## config.mk

```make
export PLATFORM = sky130hd
export DESIGN_NAME = mux_arb_n
export DESIGN_NICKNAME = d
export VERILOG_FILES = /design/src/rtl/mux_arb_n.sv
export SDC_FILE = /design/constraint.sdc
export NUM_CORES = 1
export LEC_CHECK = 0
export ABC_AREA = 1
export CAP_MARGIN = 20
export CORE_ASPECT_RATIO = 1.25
export CORE_MARGIN = 8
export CORE_UTILIZATION = 41
export DETAILED_ROUTE_END_ITERATION = 7
export GPL_TIMING_DRIVEN = 0
export PLACE_DENSITY = 0.83
export SYNTH_ARGS = -nofsm -noshare
export SYNTH_HDL_FRONTEND = slang
export SYNTH_HIERARCHICAL = 1
export SYNTH_SLANG_ARGS = --single-unit
```

## constraint.sdc

```tcl
create_clock -name clk -period 3.75 [get_ports clk]
set_clock_uncertainty 0.1 [all_clocks]
set_input_delay 0.375 -clock clk [delete_from_list [all_inputs] [get_ports clk]]
set_output_delay 0.375 -clock clk [all_outputs]
set_load 0.01 [all_outputs]
```

## src/rtl/mux_arb_n.sv

```systemverilog
// N-to-1 registered mux/arbiter with valid/ready handshake.
// Mode 0: explicit channel select. Mode 1: round-robin with packet locking.
// One output register stage; sustains one beat per cycle.

// Per-channel grant/mask slice: raises ready for the chosen channel and
// gates its beat onto the shared AND-OR data bus.
module mux_arb_lane #(
  parameter int DATA_W = 32,
  parameter int SEL_W  = 2,
  parameter int IDX    = 0
) (
  input  logic [SEL_W-1:0]  chosen,
  input  logic              chosen_vld,
  input  logic              slot_free,
  input  logic              valid,
  input  logic              last,
  input  logic [DATA_W-1:0] data,
  output logic              ready,
  output logic              xfer,
  output logic [DATA_W-1:0] data_m,
  output logic              last_m
);
  assign ready  = slot_free & chosen_vld & (chosen == SEL_W'(IDX));
  assign xfer   = ready & valid;
  assign data_m = xfer ? data : '0;
  assign last_m = xfer & last;
endmodule

module mux_arb_n #(
  parameter int DATA_W = 32,
  parameter int NUM_IN = 4,
  parameter int SEL_W  = $clog2(NUM_IN)
) (
  input  logic                     clk,
  input  logic                     rst_n,
  input  logic                     mode,
  input  logic [SEL_W-1:0]         sel_port,
  input  logic [NUM_IN-1:0]        in_valid,
  input  logic [NUM_IN-1:0]        in_last,
  input  logic [NUM_IN*DATA_W-1:0] in_data,
  output logic [NUM_IN-1:0]        in_ready,
  output logic                     out_valid,
  output logic [DATA_W-1:0]        out_data,
  output logic [SEL_W-1:0]         out_src,
  output logic                     out_last,
  input  logic                     out_ready
);
  typedef enum logic {ARB = 1'b0, LOCK = 1'b1} state_t;

  state_t                          state, state_nx;
  logic [SEL_W-1:0]                rr_ptr, lock_ch, chosen;
  logic                            chosen_vld, slot_free, xfer_any, last_any;
  logic [NUM_IN-1:0]               xfer, last_m;
  logic [NUM_IN-1:0][DATA_W-1:0]   data_m;
  logic [DATA_W-1:0]               sel_data;

  assign slot_free = ~out_valid | out_ready;

  for (genvar i = 0; i < NUM_IN; i++) begin : g_lane
    mux_arb_lane #(.DATA_W(DATA_W), .SEL_W(SEL_W), .IDX(i)) u_lane (
      .chosen     (chosen),
      .chosen_vld (chosen_vld),
      .slot_free  (slot_free),
      .valid      (in_valid[i]),
      .last       (in_last[i]),
      .data       (in_data[i*DATA_W +: DATA_W]),
      .ready      (in_ready[i]),
      .xfer       (xfer[i]),
      .data_m     (data_m[i]),
      .last_m     (last_m[i])
    );
  end

  assign xfer_any = |xfer;
  assign last_any = |last_m;

  // OR-reduce the one-hot gated lane data into the accepted beat
  always_comb begin
    sel_data = '0;
    for (int i = 0; i < NUM_IN; i++) sel_data = sel_data | data_m[i];
  end

  // FSM state register plus round-robin pointer and lock channel
  always_ff @(posedge clk or negedge rst_n) begin
    if (!rst_n) begin
      state   <= ARB;
      rr_ptr  <= SEL_W'(NUM_IN - 1);
      lock_ch <= '0;
    end else begin
      state <= state_nx;
      // pointer moves only on a mode-1 transfer; in LOCK it already equals lock_ch
      if (mode && xfer_any) begin
        rr_ptr  <= chosen;
        lock_ch <= chosen;
      end
    end
  end

  // FSM next state: open a packet on a non-last beat, close it on last;
  // leaving round-robin mode always drops any lock
  always_comb begin
    state_nx = state;
    if (!mode)         state_nx = ARB;
    else if (xfer_any) state_nx = last_any ? ARB : LOCK;
  end

  // FSM output: pick the channel that may transfer this cycle
  always_comb begin
    logic [SEL_W-1:0] cand;
    chosen     = '0;
    chosen_vld = 1'b0;
    cand       = '0;
    if (!mode) begin
      if (int'(sel_port) < NUM_IN) begin
        chosen     = sel_port;
        chosen_vld = 1'b1;
      end
    end else if (state == LOCK) begin
      chosen     = lock_ch;
      chosen_vld = 1'b1;
    end else begin
      // scan farthest-first so the nearest valid channel after rr_ptr wins
      for (int k = NUM_IN; k >= 1; k--) begin
        cand = SEL_W'((int'(rr_ptr) + k) % NUM_IN);
        if (in_valid[cand]) begin
          chosen     = cand;
          chosen_vld = 1'b1;
        end
      end
    end
  end

  // Output register: load on transfer (drain and reload in one cycle), else drain
  always_ff @(posedge clk or negedge rst_n) begin
    if (!rst_n) begin
      out_valid <= 1'b0;
      out_data  <= '0;
      out_src   <= '0;
      out_last  <= 1'b0;
    end else if (xfer_any) begin
      out_valid <= 1'b1;
      out_data  <= sel_data;
      out_src   <= chosen;
      out_last  <= last_any;
    end else if (out_ready) begin
      out_valid <= 1'b0;
    end
  end
endmodule

```

==> out/qor.yml, run 1 <==
cells_and_area:
  diodes: 0
  stdcell_count: 831
  finalNetCount: 872
  drive_gt1_frac: 0.141
  multi_input_area_um2: 1710
  synthToLayoutAreaGrowth_pct: 58.7
  seq_area_um2: 1030
  num-fill-cells: 731
  final_util: 0.658
die:
  rows: 38
  io_pins: 182
  core-area_um2: 8510
  die_y_um: 120
  dieArea_um2: 11800
  die_w_um: 99.0
  start_util: 0.414
logic_synthesis:
  synthCells: 538
  syn_area_um2: 3530
  yosysSeqAreaShare: 0.292
  synthFlopType: "dfrtp_1"
  synth_edf_count: 0
  yosys.cell_types.count: 26
  synthArstFlopShare: 1.00
  yosysWarningCount: 6
  syn_nets: 680
  syn_avg_cell_area_um2: 6.56
  synth_seq_cells: 41
critical_path:
  path_max_fanout: 10
  required_ns: 3.86
  criticalPathCategory: "input port to flop"
  endpoint_kind: "flop"
  crit_start: "in_valid[1]"
  crit_arrival_ns: 3.49
  startpoint_type: "input port"
  r2r_start: "rr_ptr[0]$_DFFE_PN1P_"
  ff2ff_setup_slack_ns: 0.44
pwr:
  p_leak_nw: 2.94
  irDropWorstVdd_v: 0.000211
  p_per_area_nw_per_um2: 490
detailed_routing:
  dr.pass1.iters: 4
  wl_per_cell_um: 14.1
  wl_um: 11700
  vias: 3838
  drtIter0Drc: 153
  drc_errors: 0
  via_per_inst: 4.62
  drtAntennaViolNets: 0
clock_network:
  htreeDepth: 2
  cts_inserted_buffers: 5
  cts_tree: "built"
  clk_latency_ns: 0.29
  clkSlewWorstSetupHoldPaths_ns: 0.08
  cts.path.max_buffers: 2
  cts_root_buf: "clkbuf_8"
  numClockSinks: 41
grt:
  grt_antenna_before_repair: 0
  grt_pass1_vias: 3986
  grt.total_usage: 0.195
  grt_max_degree: 39
  grt_pass1_wl_um: 18900
  gr-total-overflow: 0
min_path:
  hold_path_class: "input port to asynchronous set/reset pin"
placed_design:
  gp_congestion: 0.863
  place_worst_setup_slack_ns: -0.0586
  dp_cells: 820
  hpwl_um: 9680
  io_buffer_count: 181
timing:
  rsz0062_at_grt: "false"
  worst_slack_ns: 0.371
  drv_slew: 0
  tightest_slew_ns: 0.406
  hold_viol_final: 0
  max_freq_ghz: 0.296
  finalCriticalPeriod_ns: 3.38
  slew_headroom: 0.726
  min_period_over_period: 0.901
  setup_violations: 0
outcome:
  outcome: "finished, final reports clean"
job:
  drv_cap: 0
## where the power goes
group / leakage [nW] / internal, mW / switching [mW] / total [mW]
clock network: 0.0455 / 0.150 / 0.147 / 0.297
logic: 2.36 / 0.795 / 0.977 / 1.77
registers: 0.536 / 0.595 / 0.0792 / 0.674
## per-layer routing
layer,part of all wire,GRT usage,vias to the layer above
met5,0,0,-
met2,0.53,0.362,140
met1,0.38,0.207,1738
met4,0.010,0.0529,0
li1,-,-,1950
met3,0.078,0.0591,10
## state kept, by name, summed over array words and instances (netlist names)
signal,count
state,1
rr_ptr,2
out_data,32
lock_ch,2
out_src,2
out_valid,1
out_last,1
## metrics by stage
step	cell area (µm²)	total power, mW	hold WS, ns	TNS [ns]
2_1_floorplan	3530	1.72	-0.0206	0
3_3_place_gp	5460	2.38	0.364	0
3_5_place_dp	5480	2.44	0.102	-0.248
4_1_cts	5580	2.74	0.319	0
5_1_grt	5600	2.97	0.334	0
6_report	5600	2.74	0.328	0
## final timing paths
check | end | depth (start not counted)
worst max-delay path | state$_DFFE_PN0P_ | 22
worst min-delay path | out_data[24]$_DFFE_PN0P_ | 2
worst max register to register | state$_DFFE_PN0P_ | 22
worst min register to register | out_data[5]$_DFFE_PN0P_ | 2
max in group asynchronous | rr_ptr[0]$_DFFE_PN1P_ | 3
min in group clk | out_data[5]$_DFFE_PN0P_ | 2
## kinds of logic (layout without fill, tap and decap cells)
| group | Yosys count | count (layout) | synth area share |
|---|---|---|---|
| AND/OR/NAND/NOR | 284 | 284 | 0.430 |
| buffers and inverters | 176 | 369 | 0.224 |
| flip-flops | 41 | 41 | 0.292 |
| AO/OA/AOI/OAI | 37 | 37 | 0.0543 |
## Yosys cell counts (3+ instances only)
master,count,area [µm²]
buf_6,12,135
o21ai_0,32,160
buf_2,4,20.0
nand3_1,7,35.0
nand3_4,3,52.6
dfrtp_1,39,976
nor2_4,26,293
inv_1,154,578
nor4_1,32,200
nor2_2,37,231
nand2_1,93,349
nor2_1,80,300
## cells in the final DEF (no fill, tap or decap), types with 2 or more instances in the layout
cell             instances
nor3_1                   2
nor2_4                  26
nand3_1                  7
dfstp_2                  2
buf_4                    2
buf_6                   12
a21oi_1                  2
nor2_1                  80
o21ai_0                 32
nor2_2                  37
clkbuf_1                 2
buf_2                    5
nand3_4                  3
inv_1                  154
nand2_1                 93
dfrtp_1                 39
buf_12                   3
clkbuf_2                 2
clkdlybuf4s50_1        180
clkbuf_8                 6
nor4_1                  32
## critical path, cell delays in order
cell and delay (ns):
clkdlybuf4s50_1 0.53, inv_1 0.08, o21ai_1 0.21, nand2_1 0.11, nand2_1 0.08, nand3_1 0.06
nand3_1 0.07, nand2_1 0.06, nand2_1 0.05, nand2_1 0.21, nand2_1 0.18, inv_1 0.08
nand3_4 0.16, buf_6 0.17, inv_1 0.08, nor4_4 0.26, buf_4 0.19, buf_6 0.15
inv_2 0.06, o41ai_1 0.08, nand2_1 0.11, a21oi_1 0.13
## cell type report
cell class / count / share of cell area
well taps: 100 / 0.0224
flip-flops and latches: 41 / 0.184
inverters: 156 / 0.105
multi-input cells: 321 / 0.305
clock buffers: 8 / 0.0161
repair buffers: 185 / 0.331
plain buffers: 20 / 0.0367
## repair_timing
item / in CTS / in global routing
endpoints found under the setup margin: 0 / 21
setup buffers: 0 / 2
gates resized for setup: 0 / 4
hold buffers: 1 / 0
endpoints found under the hold margin: 3 / 0
Power figures use the tool's default switching activity.
==> run 2: changes to the inputs <==
--- a/config.mk
+++ b/config.mk
@@ -6,13 +6,14 @@
 export NUM_CORES = 1
 export LEC_CHECK = 0
 export ABC_AREA = 1
-export CAP_MARGIN = 20
+export CAP_MARGIN = 10
 export CORE_ASPECT_RATIO = 1.25
 export CORE_MARGIN = 8
 export CORE_UTILIZATION = 41
 export DETAILED_ROUTE_END_ITERATION = 7
 export GPL_TIMING_DRIVEN = 0
 export PLACE_DENSITY = 0.83
+export SETUP_SLACK_MARGIN = 0.2
 export SYNTH_ARGS = -nofsm -noshare
 export SYNTH_HDL_FRONTEND = slang
 export SYNTH_HIERARCHICAL = 1
==> out/qor.yml, run 2 (synthesis gave the netlist of run 1 again) <==
clock_network:
  clkSlewWorstSetupHoldPaths_ns: 0.07
  cts_root_buf: "clkbuf_8"
  htreeDepth: 2
  cts.path.max_buffers: 2
  cts_tree: "built"
  cts_inserted_buffers: 5
  clk_latency_ns: 0.29
  numClockSinks: 41
timing:
  min_period_over_period: 0.870
  setup_violations: 0
  rsz0062_at_grt: "false"
  slew_headroom: 0.739
  max_freq_ghz: 0.307
  hold_viol_final: 0
  drv_slew: 0
  tightest_slew_ns: 0.387
  finalCriticalPeriod_ns: 3.26
cells_and_area:
  num-fill-cells: 730
  layout_commonest_cell: "clkdlybuf4s50_1"
  multi_input_area_um2: 1710
  synthToLayoutAreaGrowth_pct: 58.7
  largest_register_ffs: 32
  seq_area_um2: 1030
  drive_gt1_frac: 0.142
  final_cell_mix: "clkdlybuf4s50_1, inv_1, nand2_1"
  top_register: "out_data"
  diodes: 0
  stdcell_count: 831
  design_area_um2: 5600
  finalNetCount: 872
critical_path:
  required_ns: 3.86
  crit_arrival_ns: 3.38
  ff2ff_setup_slack_ns: 0.54
  reg2reg_depth: 24
  cp_slowest_stage_delay_ns: 0.53
  endpoint_kind: "flop"
  path_max_fanout: 10
  critPathSlowestCell: "clkdlybuf4s50_1"
  startpoint_type: "input port"
  r2r_start: "rr_ptr[0]$_DFFE_PN1P_"
  criticalPathCategory: "input port to flop"
  cpMostUsedCell: "nand2_1"
  crit_chain: "clkdlybuf4s50_1, inv_1, o21ai_1, nand2_1, nand2_1, nand3_1, nand3_1, nand2_1, nand2_1, nand2_2, nand2_1, inv_1, nand3_4, buf_6, inv_1, nor4_4, buf_4, buf_6, inv_2, o41ai_1, nand2_1, a21oi_1"
  reg2reg_to: "state$_DFFE_PN0P_"
die:
  dieArea_um2: 11800
  core-area_um2: 8510
  start_util: 0.414
  die_w_um: 99.0
  rows: 38
  die_y_um: 120
  io_pins: 182
grt:
  grt_max_degree: 39
  grt_pass1_wl_um: 18900
  grt.total_usage: 0.195
  grt_antenna_before_repair: 0
  gr-total-overflow: 0
  grt_pass1_vias: 3986
min_path:
  hold_path_class: "input port to asynchronous set/reset pin"
detailed_routing:
  dr.pass1.iters: 4
  drtIter0Drc: 137
  vias: 3826
  via_per_inst: 4.60
  wl_um: 11700
  drtAntennaViolNets: 0
  drc_errors: 0
  wl_per_cell_um: 14.1
job:
  drv_cap: 0
outcome:
  outcome: "finished, final reports clean"
placed_design:
  postPlaceCellArea_um2: 5480
  gp_congestion: 0.863
  hpwl_um: 9680
  io_buffer_count: 181
  dp_cells: 820
pwr:
  irDropWorstVdd_v: 0.000211
  p_leak_nw: 2.94
  p_per_area_nw_per_um2: 491
==> run 2: cell counts in the layout (fill, tap and decap cells not counted) <==
Identical to the previous run, type by type.
==> run 2: layout make-up <==
cell class | count | share of cell area
repair buffers | 185 | 0.331
inverters | 156 | 0.105
clock buffers | 8 | 0.0161
well taps | 100 | 0.0223
flip-flops and latches | 41 | 0.184
multi-input cells | 321 | 0.305
plain buffers | 20 | 0.0366
==> run 2: metal layers <==
layer	part of all wire	vias up	GRT usage
met5	0	-	0
met4	0.0090	0	0.0529
met3	0.078	8	0.0591
met2	0.53	140	0.362
met1	0.39	1726	0.207
li1	-	1952	-
==> run 2: how the worst max path moves through the flow <==
stage	from	to	slack, ns	depth (start not counted)
floorplan	rr_ptr[0]$_DFFE_PN1P_	state$_DFFE_PN0P_	0.94	23
CTS	in_valid[1]	out_data[13]$_DFFE_PN0P_	0.24	18
finish	in_valid[1]	state$_DFFE_PN0P_	0.49	22
global route	in_valid[1]	state$_DFFE_PN0P_	0.20	22
global placement	in_valid[1]	out_data[29]$_DFFE_PN0P_	0.05	18
detailed placement	in_valid[1]	out_data[13]$_DFFE_PN0P_	-0.06	18
==> run 2: where the power goes <==
group	internal (mW)	switching [mW]	total [mW]
Sequential	0.595	0.0787	0.673
Combinational	0.796	0.981	1.78
Clock	0.150	0.146	0.296
Total	1.54	1.21	2.75
==> run 2: through the flow <==
stage                     power [mW]  setup slack, ns  setup TNS, ns  hold WS, ns   util
after floorplan                 1.72            0.940              0      -0.0206      -
after global placement          2.38           0.0528              0        0.364  0.642
after detailed placement        2.44          -0.0586         -0.248        0.102  0.644
after CTS                       2.74            0.244              0        0.319  0.656
after global routing            2.97            0.201              0        0.334  0.658
final                           2.75            0.488              0        0.331  0.658
==> run 2: worst max-delay path, delay by kind of cell <==
| family | cells | cell delay [ns] |
|---|---|---|
| AO/OA/AOI/OAI | 3 | 0.42 |
| buffers and inverters | 8 | 1.34 |
| AND/OR/NAND/NOR | 11 | 1.23 |
==> run 2: what timing repair did <==
action	4_1_cts	5_1_grt
endpoints found under the hold margin	3	0
hold buffers	1	0
setup buffers	0	2
setup endpoints to repair	0	41
resized for setup	0	5
